===== src/rtl/isa_cache_pkg.sv =====
// Shared constants for the single-line instruction fetch cache.
// Holds the FSM state encoding and the DDR address stride per instruction.
package isa_cache_pkg;

  // FSM state encoding shared by the cache and anything that probes it
  localparam logic [1:0] IDLE = 2'd0;
  localparam logic [1:0] REQ  = 2'd1;
  localparam logic [1:0] FILL = 2'd2;
  localparam logic [1:0] RESP = 2'd3;

  // Each instruction occupies 8 DDR address units, so an instruction index
  // becomes a DDR address by shifting left by 3
  localparam int unsigned ADDR_STRIDE = 8;
  localparam int unsigned ADDR_SHIFT  = 3;

endpackage


===== src/rtl/isa_line_ram.sv =====
// Line storage for the fetch cache: one synchronous write port and one
// asynchronous read port. Contents are intentionally not reset.
module isa_line_ram #(
  parameter int WIDTH = 30,
  parameter int DEPTH = 16,
  localparam int AW = $clog2(DEPTH)
) (
  input  logic             mem_clk,
  input  logic             we,
  input  logic [AW-1:0]    waddr,
  input  logic [WIDTH-1:0] wdata,
  input  logic [AW-1:0]    raddr,
  output logic [WIDTH-1:0] rdata
);

  logic [WIDTH-1:0] mem [DEPTH];

  // Capture a fill beat into its slot
  always_ff @(posedge mem_clk) begin
    if (we) mem[waddr] <= wdata;
  end

  assign rdata = mem[raddr];

endmodule


===== src/rtl/isa_fetch_cache.sv =====
// Single-line instruction fetch cache between the core and the DDR interface.
// A hit answers on the next edge; a miss fills the whole line from DDR and
// then answers from the freshly written line.
// Optional build macro ISA_FETCH_CACHE_PERF_EN adds saturating hit/miss counters.
module isa_fetch_cache
  import isa_cache_pkg::*;
#(
  parameter int ISA_WIDTH      = 30,
  parameter int DDR_ADDR_WIDTH = 28,
  parameter int PC_WIDTH       = 16,
  parameter int LINE_DEPTH     = 16
) (
  input  logic                      mem_clk,
  input  logic                      rst_n,
  input  logic                      fetch_req,
  input  logic [PC_WIDTH-1:0]       fetch_pc,
  input  logic                      flush,
  output logic                      fetch_busy,
  output logic                      instr_valid,
  output logic [ISA_WIDTH-1:0]      instr_out,
  output logic                      ISA_read_req,
  output logic [DDR_ADDR_WIDTH-1:0] ISA_read_addr,
  output logic [9:0]                isa_read_len,
  input  logic [ISA_WIDTH-1:0]      instruction_to_cache,
  input  logic [9:0]                rd_cnt_isa,
  input  logic                      ddr_rdy
`ifdef ISA_FETCH_CACHE_PERF_EN
  ,
  output logic [15:0]               hit_cnt,
  output logic [15:0]               miss_cnt
`endif
);

  localparam int OFF_W = $clog2(LINE_DEPTH);
  localparam int TAG_W = PC_WIDTH - OFF_W;
  localparam logic [9:0] LEN = 10'(LINE_DEPTH);

  logic [1:0]           state;
  logic                 valid;
  logic [TAG_W-1:0]     tag;
  logic                 flush_pend;
  logic [PC_WIDTH-1:0]  pc_q;
  logic [9:0]           rd_cnt_q;

  logic                 accept;
  logic                 hit;
  logic                 beat_wr;
  logic                 last_beat;
  logic [9:0]           beat_idx;
  logic [OFF_W-1:0]     wr_addr;
  logic [OFF_W-1:0]     rd_addr;
  logic [ISA_WIDTH-1:0] rd_data;

  // Decode lookups and fill beats; a beat counts only when the DDR count moves
  always_comb begin
    accept    = (state == IDLE) && fetch_req && !flush;
    hit       = accept && valid && (fetch_pc[PC_WIDTH-1:OFF_W] == tag);
    beat_wr   = ((state == REQ) || (state == FILL)) && (rd_cnt_isa != rd_cnt_q) &&
                (rd_cnt_isa != 10'd0) && (rd_cnt_isa <= LEN);
    last_beat = beat_wr && (rd_cnt_isa == LEN);
    beat_idx  = rd_cnt_isa - 10'd1;
    wr_addr   = beat_idx[OFF_W-1:0];
    rd_addr   = (state == RESP) ? pc_q[OFF_W-1:0] : fetch_pc[OFF_W-1:0];
  end

  isa_line_ram #(
    .WIDTH (ISA_WIDTH),
    .DEPTH (LINE_DEPTH)
  ) u_line_ram (
    .mem_clk (mem_clk),
    .we      (beat_wr),
    .waddr   (wr_addr),
    .wdata   (instruction_to_cache),
    .raddr   (rd_addr),
    .rdata   (rd_data)
  );

  // Remember the previous DDR beat count so repeated counts are not rewritten
  always_ff @(posedge mem_clk or negedge rst_n) begin
    if (!rst_n) rd_cnt_q <= 10'd0;
    else        rd_cnt_q <= rd_cnt_isa;
  end

  // Lookup / fill / respond sequencing
  always_ff @(posedge mem_clk or negedge rst_n) begin
    if (!rst_n) begin
      state         <= IDLE;
      valid         <= 1'b0;
      tag           <= '0;
      flush_pend    <= 1'b0;
      pc_q          <= '0;
      fetch_busy    <= 1'b0;
      instr_valid   <= 1'b0;
      instr_out     <= '0;
      ISA_read_req  <= 1'b0;
      ISA_read_addr <= '0;
      isa_read_len  <= 10'd0;
    end else begin
      instr_valid <= 1'b0;
      case (state)
        IDLE: begin
          if (flush) begin
            valid <= 1'b0;
          end else if (hit) begin
            instr_valid <= 1'b1;
            instr_out   <= rd_data;
          end else if (accept) begin
            pc_q          <= fetch_pc;
            fetch_busy    <= 1'b1;
            ISA_read_req  <= 1'b1;
            ISA_read_addr <= DDR_ADDR_WIDTH'({fetch_pc[PC_WIDTH-1:OFF_W],
                                             {OFF_W{1'b0}}, {ADDR_SHIFT{1'b0}}});
            isa_read_len  <= LEN;
            state         <= REQ;
          end
        end
        REQ, FILL: begin
          if (flush) flush_pend <= 1'b1;
          if ((state == REQ) && ddr_rdy && (rd_cnt_isa != 10'd0)) begin
            ISA_read_req <= 1'b0;
            state        <= FILL;
          end
          if (last_beat) begin
            ISA_read_req <= 1'b0;
            valid        <= 1'b1;
            tag          <= pc_q[PC_WIDTH-1:OFF_W];
            state        <= RESP;
          end
        end
        RESP: begin
          instr_valid <= 1'b1;
          instr_out   <= rd_data;
          fetch_busy  <= 1'b0;
          state       <= IDLE;
          if (flush_pend || flush) begin
            valid      <= 1'b0;
            flush_pend <= 1'b0;
          end
        end
        default: state <= IDLE;
      endcase
    end
  end

`ifdef ISA_FETCH_CACHE_PERF_EN
  // Saturating counts of accepted hits and misses
  always_ff @(posedge mem_clk or negedge rst_n) begin
    if (!rst_n) begin
      hit_cnt  <= 16'd0;
      miss_cnt <= 16'd0;
    end else begin
      if (hit && (hit_cnt != 16'hFFFF)) hit_cnt <= hit_cnt + 16'd1;
      if (accept && !hit && (miss_cnt != 16'hFFFF)) miss_cnt <= miss_cnt + 16'd1;
    end
  end
`endif

endmodule


===== config.mk =====
export PLATFORM = sky130hd
export DESIGN_NAME = isa_fetch_cache
export DESIGN_NICKNAME = d
export VERILOG_FILES = /design/src/rtl/isa_cache_pkg.sv /design/src/rtl/isa_line_ram.sv /design/src/rtl/isa_fetch_cache.sv
export SDC_FILE = /design/constraint.sdc
export NUM_CORES = 1
export LEC_CHECK = 0
export CAP_MARGIN = 30
export CORE_MARGIN = 8
export CORE_UTILIZATION = 59
export CTS_CLUSTER_DIAMETER = 100
export DETAILED_ROUTE_END_ITERATION = 8
export GPL_ROUTABILITY_DRIVEN = 0
export HOLD_SLACK_MARGIN = 0.02
export PLACE_DENSITY = 0.9
export SLEW_MARGIN = 20
export SYNTH_ARGS = -nofsm -noshare
export SYNTH_HDL_FRONTEND = slang
export SYNTH_HIERARCHICAL = 1
export SYNTH_SLANG_ARGS = --single-unit

===== constraint.sdc =====
create_clock -name mem_clk -period 6.1 [get_ports mem_clk]
set_clock_uncertainty 0.15 [all_clocks]
set_input_delay 1.525 -clock mem_clk [delete_from_list [all_inputs] [get_ports mem_clk]]
set_output_delay 1.525 -clock mem_clk [all_outputs]
set_load 0.01 [all_outputs]

**After elaboration in Yosys (flattened, before gate mapping)**

Memories as Yosys holds them, arrays and structs flattened.
Index checks and enable logic that the tools add are counted.

- Memories: 1
- Flip-flop bits (word level): 88
- Logic and storage cells: 87
- Output and inout bits: 71
- Memory bits (writable): 480
- Input port bits: 61

Memory list:

| name | depth | width | rd ports | clocked after memory_dff | write ports | RTL line | source |
|---|---|---|---|---|---|---|---|
| u_line_ram.mem | 16 | 30 | 1 | 0 | 1 | isa_line_ram.sv:16 | `logic [WIDTH-1:0] mem [DEPTH];` |

- $lt $le $gt $ge: 1
- Equal/unequal tests: 15
- $add $sub $neg: 1
- Reduce and logical (&&, ||, !) cells: 27
- Bitwise operators: 2
- Multiplexer cells: 28

Operators by type and width:

| operator | number |
|---|---|
| 30-bit 2-to-1 mux | 2 |
| 30-bit one-hot mux with 2 select lines | 1 |
| 2-bit != test, second input constant | 7 |
| 1-bit 2-to-1 mux | 13 |
| 12-bit == test | 1 |
| 4-bit AND reduction | 3 |
| 10-bit by 5-bit == test with 1-bit output, second input constant | 1 |
| 10-bit by 5-bit less-or-equal comparator with 1-bit output, second input constant | 1 |
| 1-bit logical AND | 10 |
| 2-bit 2-to-1 mux | 5 |
| 10-bit != test | 1 |
| 10-bit nonzero test | 1 |
| 3-bit AND reduction | 3 |
| 1-bit one-hot mux with 2 select lines | 4 |
| 2-bit one-hot mux with 3 select lines | 1 |
| 2-bit nonzero test | 3 |
| 5-bit AND reduction | 1 |
| 2-bit == test, second input constant | 2 |
| 4-bit 2-to-1 mux | 1 |
| 4-bit by 1-bit subtractor with 4-bit output, second input constant | 1 |
| 3-bit != test, second input constant | 1 |
| 1-bit one-hot mux with 3 select lines | 1 |
| 2-bit by 1-bit == test with 1-bit output, second input constant | 1 |
| 2-bit zero test | 1 |
| 6 further kinds | 8 |

**Longest topological paths before layout**

- Depth in word-level cells: 8
- Mapped depth: 9
- Gate-level depth less buffers: 7

**Modules after synthesis**

Netlist, hierarchy kept.

Modules (own cells, without submodules):

| module | seq. area each (µm²) | cells an instance | area each (µm²) | times used |
|---|---|---|---|---|
| isa_line_ram | 14413.8 | 755 | 18338.8 | 1 |
| isa_fetch_cache | 1901.8 | 296 | 3563.4 | 1 |

**Worst setup path before layout**

OpenSTA, ideal clock, no wires.

- Path kind: input port to flip-flop
- Start point: input port rd_cnt_isa[9]
- End point: memory u_line_ram.mem[0][0] (enable)
- Cell stages on the path: 6
- Setup slack: 0.178 ns
- Path buffers: 0
- Arrival time: 5.317 ns
- Data required time: 5.495 ns
- Library setup time: 0.455 ns
- Path through: or3_1 or4b_4 a31oi_1 and3_1 or3b_2 nor3_1

- Word-level cells in the longest chain between the ends: 6
- Elaborated cells on any way between the ends: 8
- Those cells by class: 1 x order compare; 1 x eq/ne; 2 x mux; 4 x reduce/logical

Ends and longest elaborated chain:

| item | RTL line | source |
|---|---|---|
| start: declaration | isa_fetch_cache.sv:25 | `input logic [9:0] rd_cnt_isa,` |
| parallel branches: the longest is 3 deep, another holds 10-bit by 5-bit less-or-equal comparator with 1-bit output | n/a |  |
| 1-bit logical AND (*) | isa_fetch_cache.sv:59 | `(rd_cnt_isa != 10'd0) && (rd_cnt_isa <= LEN);` |
| named net beat_wr | isa_fetch_cache.sv:47 | `logic beat_wr;` |
| 1-bit 2-to-1 mux (*) | isa_line_ram.sv:20 | `if (we) mem[waddr] <= wdata;` |
| 1-bit 2-to-1 mux (implied by the code) (*) | isa_line_ram.sv:20 |  |
| end: declaration | isa_line_ram.sv:16 |  |

Mark *: on every way through the listed nets, which the timed path passes.

**Final worst setup path**

- Start point: input port rd_cnt_isa[9]
- End point: memory u_line_ram.mem[10][7] (enable)

The elaborated chain is that of the path after synthesis.

==> impl_metrics.yaml <==
floorplan:
  die_area_um2: 43500
  core_region_area_um2: 36600
  num_rows: 70
  die_x_um: 209
  start_util: 0.598
  die_y_um: 209
  io_pins: 132
critical_path:
  end_kind: "flip-flop"
  crit_type: "in2reg"
  crit_family: "simple AND/OR/NAND/NOR gates"
  worstPathArrival_ns: 4.72
  path_cells: "clkdlybuf4s50_1, or3_1, or4b_4, a31oi_1, and3_1, nand3b_1, nor2_4, buf_12"
  path_buf_inv: 2
  cp_max_fo: 16
  crit_path_max_incr_delay_ns: 0.72
  critPathLaunchType: "input port"
  cp_slowest_cell: "nor2_4"
  worstPathRequired_ns: 6.23
pwr:
  combPwrFrac: 0.188
  p_leak_uw: 0.00865
  clkPwrFrac: 0.350
  power_density_nw_per_um2: 379
  seq_power_share: 0.462
  switchingPower_uw: 2380
  netSwitchingFraction: 0.249
  power_uw: 9560
  p_int_uw: 7170
  ir_worst_vdd_uv: 271
routing:
  remaining_drc_errors: 0
  first_iter_violations: 1079
  routed-via-count: 10900
  dr.pass1.iters: 5
  wire_per_inst_um: 29.0
  drt_wl_total_um: 49200
  ant_nets: 0
  via_per_inst: 6.45
logic_synthesis:
  ys_seq_area_frac: 0.745
  synthDistinctLibCells: 46
  ys_ff_latch: 556
  synth_top_cell_area_share: 0.658
  synth-edff-count: 480
  yosys.area.top_type: "edfxtp_1"
  syn_area_per_cell_um2: 20.8
  yosys_warnings: 6
  ys_top_cells_by_area: "edfxtp_1, dfrtp_1, mux4_2"
  syn_inst: 1051
  synth_ff_type: "edfxtp_1"
  synth.cell_area_um2: 21900
  async_reset_ff_frac: 0.137
  synth_most_common_cell: "edfxtp_1"
  yosys-top-cells-count: "edfxtp_1, dfrtp_1, nand2_1"
status:
  status: "completed"
clock_tree:
  clockBufferDepth: 3
  cts_max_level: 2
  clk_transition_reported_paths_ns: 0.06
  cts_buffers: 53
  cts_tree: "yes"
  postCtsHoldBufs: 0
  numClockSinks: 556
  post_cts.repair.setup_buffers: 0
  cts_root_buffer: "clkbuf_16"
  clk-insertion-delay-late_ns: 0.59
  cts_resized: 0
global_route:
  grt_pass1_vias: 11800
  grt_max_degree: 80
  track_usage: 0.225
  grt-ovfl-total: 0
  grt_pass1_wl_um: 73600
  antenna_found_initial: 1
placement:
  dp_hpwl_um: 27900
  port_buffers: 106
sta:
  rsz0062_at_grt: "false"
  drv_slew: 0
  tightest_slew_ns: 0.903
  fin_crit_ns: 4.59
  hold_viol: 0
  fmax_mhz: 218
  relSlewSlack: 0.390
  finalSetupTns_ns: 0
  setup_violations: 0
  post-route-period-util: 0.752
finish:
  layout-drive-gt1-share: 0.208
  nets: 1250
  syn2layout_area_growth_pct: 15.3
  utilization: 0.690
hold_path:
  min_path_type: "reg2reg"
run:
  maxCapViolCount: 0
-- registers in the layout (all words and copies together), names as in the netlist --
| register | count |
|---|---|
| valid | 1 |
| pc_q | 16 |
| fetch_busy | 1 |
| tag | 12 |
| isa_read_len | 1 |
| instr_valid | 1 |
| instr_out | 30 |
| state | 2 |
| u_line_ram/mem | 480 |
| ISA_read_req | 1 |
| flush_pend | 1 |
| rd_cnt_q | 10 |
-- final cells by class --
type                       instances  area, µm²
sequential                       556      16300
fill                            2120      11400
multi-input combinational        426       5140
clock buffer                      67       1420
timing repair buffer             138       1390
tap                              468        586
clock inverter                    32        360
inverter                           9       33.8
antenna                            1       2.50
-- power by group through the flow --
| stage | Combinational, µW | Clock (µW) | Sequential, µW |
|---|---|---|---|
| 2_1_floorplan | 1140 | 0 | 4520 |
| 3_3_place_gp | 1710 | 0 | 4480 |
| 3_5_place_dp | 1780 | 0 | 4490 |
| 4_1_cts | 1810 | 3390 | 4420 |
| 5_1_grt | 1910 | 3540 | 4440 |
| 6_report | 1790 | 3350 | 4420 |
-- routing by layer --
metal,wire length [µm],track usage,vias up,part of all wire
met1,18000,0.273,5698,0.37
met5,0,0,-,0
met4,1890,0.0841,0,0.038
met2,25700,0.405,599,0.52
li1,-,-,4510,-
met3,3560,0.0373,134,0.072
-- stage by stage --
step	hold WS (ns)	std cells	instance area, µm²	setup WS, ns
6_report	0.314	1697	25200	1.51
5_1_grt	0.350	1697	25200	1.45
4_1_cts	0.319	1696	25200	1.55
3_5_place_dp	0.303	1597	23500	0.952
3_3_place_gp	0.299	1594	23400	1.12
2_1_floorplan	0.310	1075	22000	0.178
-- path summary, 6_finish.rpt --
check / endpoint / slack, ns / cells past startpoint / start
max in group asynchronous: instr_out[7]$_DFFE_PN0P_ / 4.44 / 2 / rst_n
setup reg to reg: u_line_ram/mem[10][7]$_DFFE_PP_ / 2.40 / 8 / state[1]$_DFFE_PN0P_
min in group asynchronous: tag[9]$_DFFE_PN0P_ / 0.76 / 1 / rst_n
hold / removal: isa_read_len[4]$_DFFE_PN0P_ / 0.31 / 1 / isa_read_len[4]$_DFFE_PN0P_
hold reg to reg: isa_read_len[4]$_DFFE_PN0P_ / 0.31 / 1 / isa_read_len[4]$_DFFE_PN0P_
setup / recovery: u_line_ram/mem[10][7]$_DFFE_PP_ / 1.51 / 8 / rd_cnt_isa[9]
-- kinds of logic (layout without fill, tap and decap cells) --
group                    after synthesis  in the layout  share of synthesized area
AO/OA/AOI/OAI                         78             78                     0.0270
other                                  1             26                   0.000171
flip-flops                           556            556                      0.745
adder cells (fa/ha/maj)                5              5                    0.00286
XOR/XNOR                              24             24                    0.00960
buffers and inverters                 93            246                     0.0312
AND/OR/NAND/NOR                      123            123                     0.0255
multiplexers                         171            171                      0.159
-- cells in the final DEF, fill, tap and decap left out, types with 25 or more instances in the layout --
master / n
conb_1: 25
clkdlybuf4s50_1: 105
buf_4: 26
mux4_1: 54
nand2_1: 70
dfrtp_1: 76
edfxtp_1: 480
a22oi_1: 60
clkbuf_16: 53
mux4_2: 66
mux2_2: 48
(Power assumes the default switching activity.)
==> RTL change: new RTL, config.mk and constraints unchanged <==
`ISA_WIDTH`: 30 -> 60.
--- a/src/rtl/isa_fetch_cache.sv
+++ b/src/rtl/isa_fetch_cache.sv
@@ -6,5 +6,5 @@
   import isa_cache_pkg::*;
 #(
-  parameter int ISA_WIDTH      = 30,
+  parameter int ISA_WIDTH      = 60,
   parameter int DDR_ADDR_WIDTH = 28,
   parameter int PC_WIDTH       = 16,
Interface: changed (resized instr_out and instruction_to_cache); port bits go from 132 to 192. The function was not compared with the original's and may differ.
==> RTL change against the unedited design <==
  * Wire length grew 110%
  * Sequential cell count increased by 510
  * Setup slack lost 0.60 ns
  * Total power grew 89%
  * Area after synthesis is 85% higher
  * Design area grew 85%
  * Synthesized cell count rose by 73%
  * Non-clock buffer count increased by 75
  * Largest power group unchanged
==> RTL change: results (changes against the unedited design) <==
[outcome]
status=finished, final reports clean  ; unchanged

[finish]
instances_no_fill=3008  ; was 1697
layout.nets=2129  ; was 1250
nFillCells=3718  ; was 2120
largestRegisters=u_line_ram/mem x960, instr_out x60, pc_q x16  ; was u_line_ram/mem x480, instr_out x30, pc_q x16

[route]
route.met3.wl_mm=10.1  ; was 3.56 mm
wl_met1_mm=34.7  ; was 18.0 mm
dr.pass1.iters=6  ; was 5
drt_iter0_drc=2699  ; was 1079
vias=20400  ; was 10900
wl_met2_mm=52.4  ; was 25.7 mm

[cts]
htreeDepth=3  ; was 2
cts_buffers=101  ; was 53
clk_latency_ns=0.68  ; was 0.59 ns

[grt]
antenna_found_initial=5  ; was 1
grtUsageTotal=0.258  ; was 0.225
grt_max_degree=72  ; was 80
grt_pass1_vias=21200  ; was 11800

[sta]
hold-worst-slack_ns=0.326  ; was 0.314 ns
slew_headroom=0.344  ; was 0.390

[critical_path]
r2r_cells=9  ; was 8
cp.arrival_ns=5.29  ; was 4.72 ns
r2r-end=u_line_ram/mem[8][35]  ; was u_line_ram/mem[10][7]
slowest_delay_ns=0.66  ; was 0.72 ns
worstPathMaxFanout=37  ; was 16
crit_path_start=rd_cnt_isa[0]  ; was rd_cnt_isa[9]
r2r_slack_ns=2.18  ; was 2.40 ns
cp_slowest_cell=buf_4  ; was nor2_4

[yosys]
synth-xor-area-share=0.00518  ; was 0.00960
syn_area_per_cell_um2=22.3  ; was 20.8 um2
synth_cell_types=44  ; was 46
ys_seq_area_frac=0.775  ; was 0.745
synth_adder_area_share=0.00154  ; was 0.00286
synth_edf_count=960  ; was 480
synthTopCellsByCount=edfxtp_1 (960), mux4_2 (240), a22oi_1 (121)  ; was edfxtp_1 (480), dfrtp_1 (76), nand2_1 (70)
synth_compound_area_frac=0.0250  ; was 0.0270
synth_mux_area_frac=0.159  ; about the same
yosys-top-cells-area=edfxtp_1 (71%), mux4_2 (13%), dfrtp_1 (6.5%), mux2_2 (2.6%), a22oi_1 (2.2%)  ; was edfxtp_1 (66%), dfrtp_1 (8.7%), mux4_2 (6.8%), mux4_1 (6.5%), mux2_2 (2.6%)
async_flop_share=0.0994  ; was 0.137

[placed_design]
post_dp_cell_area_mm2=0.0434  ; was 0.0235 mm2
io_buffers=166  ; was 106
hpwl_mm=53.6  ; was 27.9 mm

[power_and_ir_drop]
p_leak_nw=15.3  ; was 8.65 nW
swShare=0.260  ; was 0.249
ir_drop_uv=250  ; was 271 uV

-- RTL change: cell type report --
| type | instances | area [um2] | area share |
|---|---|---|---|
| Clock buffer | 129 | 2690 | 0.0576 |
| Sequential cell | 1066 | 31500 | 0.673 |
| Clock inverter | 63 | 623 | 0.0133 |
| Multi-Input combinational cell | 642 | 8570 | 0.183 |
| Tap cell | 882 | 1100 | 0.0236 |
| Timing Repair Buffer | 213 | 2260 | 0.0483 |
| Inverter | 9 | 33.8 | 0.000722 |
| Antenna cell | 4 | 10.0 | 0.000214 |
-- RTL change: per-layer routing --
metal / up-vias / GRT usage
met5: - / 0
met4: 2 / 0.0968
met3: 227 / 0.0436
met2: 1579 / 0.445
met1: 10700 / 0.331
li1: 7951 / -
-- RTL change: power by group through the flow --
stage                     registers, W  clock network, W  logic (W)
after floorplan                0.00861                 0    0.00192
after global placement         0.00853                 0    0.00306
after detailed placement       0.00855                 0    0.00319
after CTS                      0.00842           0.00641    0.00328
after global routing           0.00845           0.00666    0.00345
final                          0.00842           0.00633    0.00328
-- RTL change: worst register-to-register path, cell delays in order (launching register included) --
cell	delay [ns]
dfrtp_1	0.40
inv_1	0.07
ha_1	0.41
inv_1	0.13
nor3_2	0.22
o31ai_1	0.10
nor2_1	0.49
nand3b_1	0.50
nor3_2	0.37
buf_4	0.66
-- RTL change: metrics by stage --
| step | utilization | TNS (ns) | setup WS, ns |
|---|---|---|---|
| floorplan | - | -239.79 | -1.33 |
| global route | 0.684 | 0 | 0.759 |
| finish | 0.684 | 0 | 0.915 |
| global placement | 0.635 | 0 | 0.600 |
| detailed placement | 0.635 | 0 | 0.441 |
| CTS | 0.684 | 0 | 0.966 |
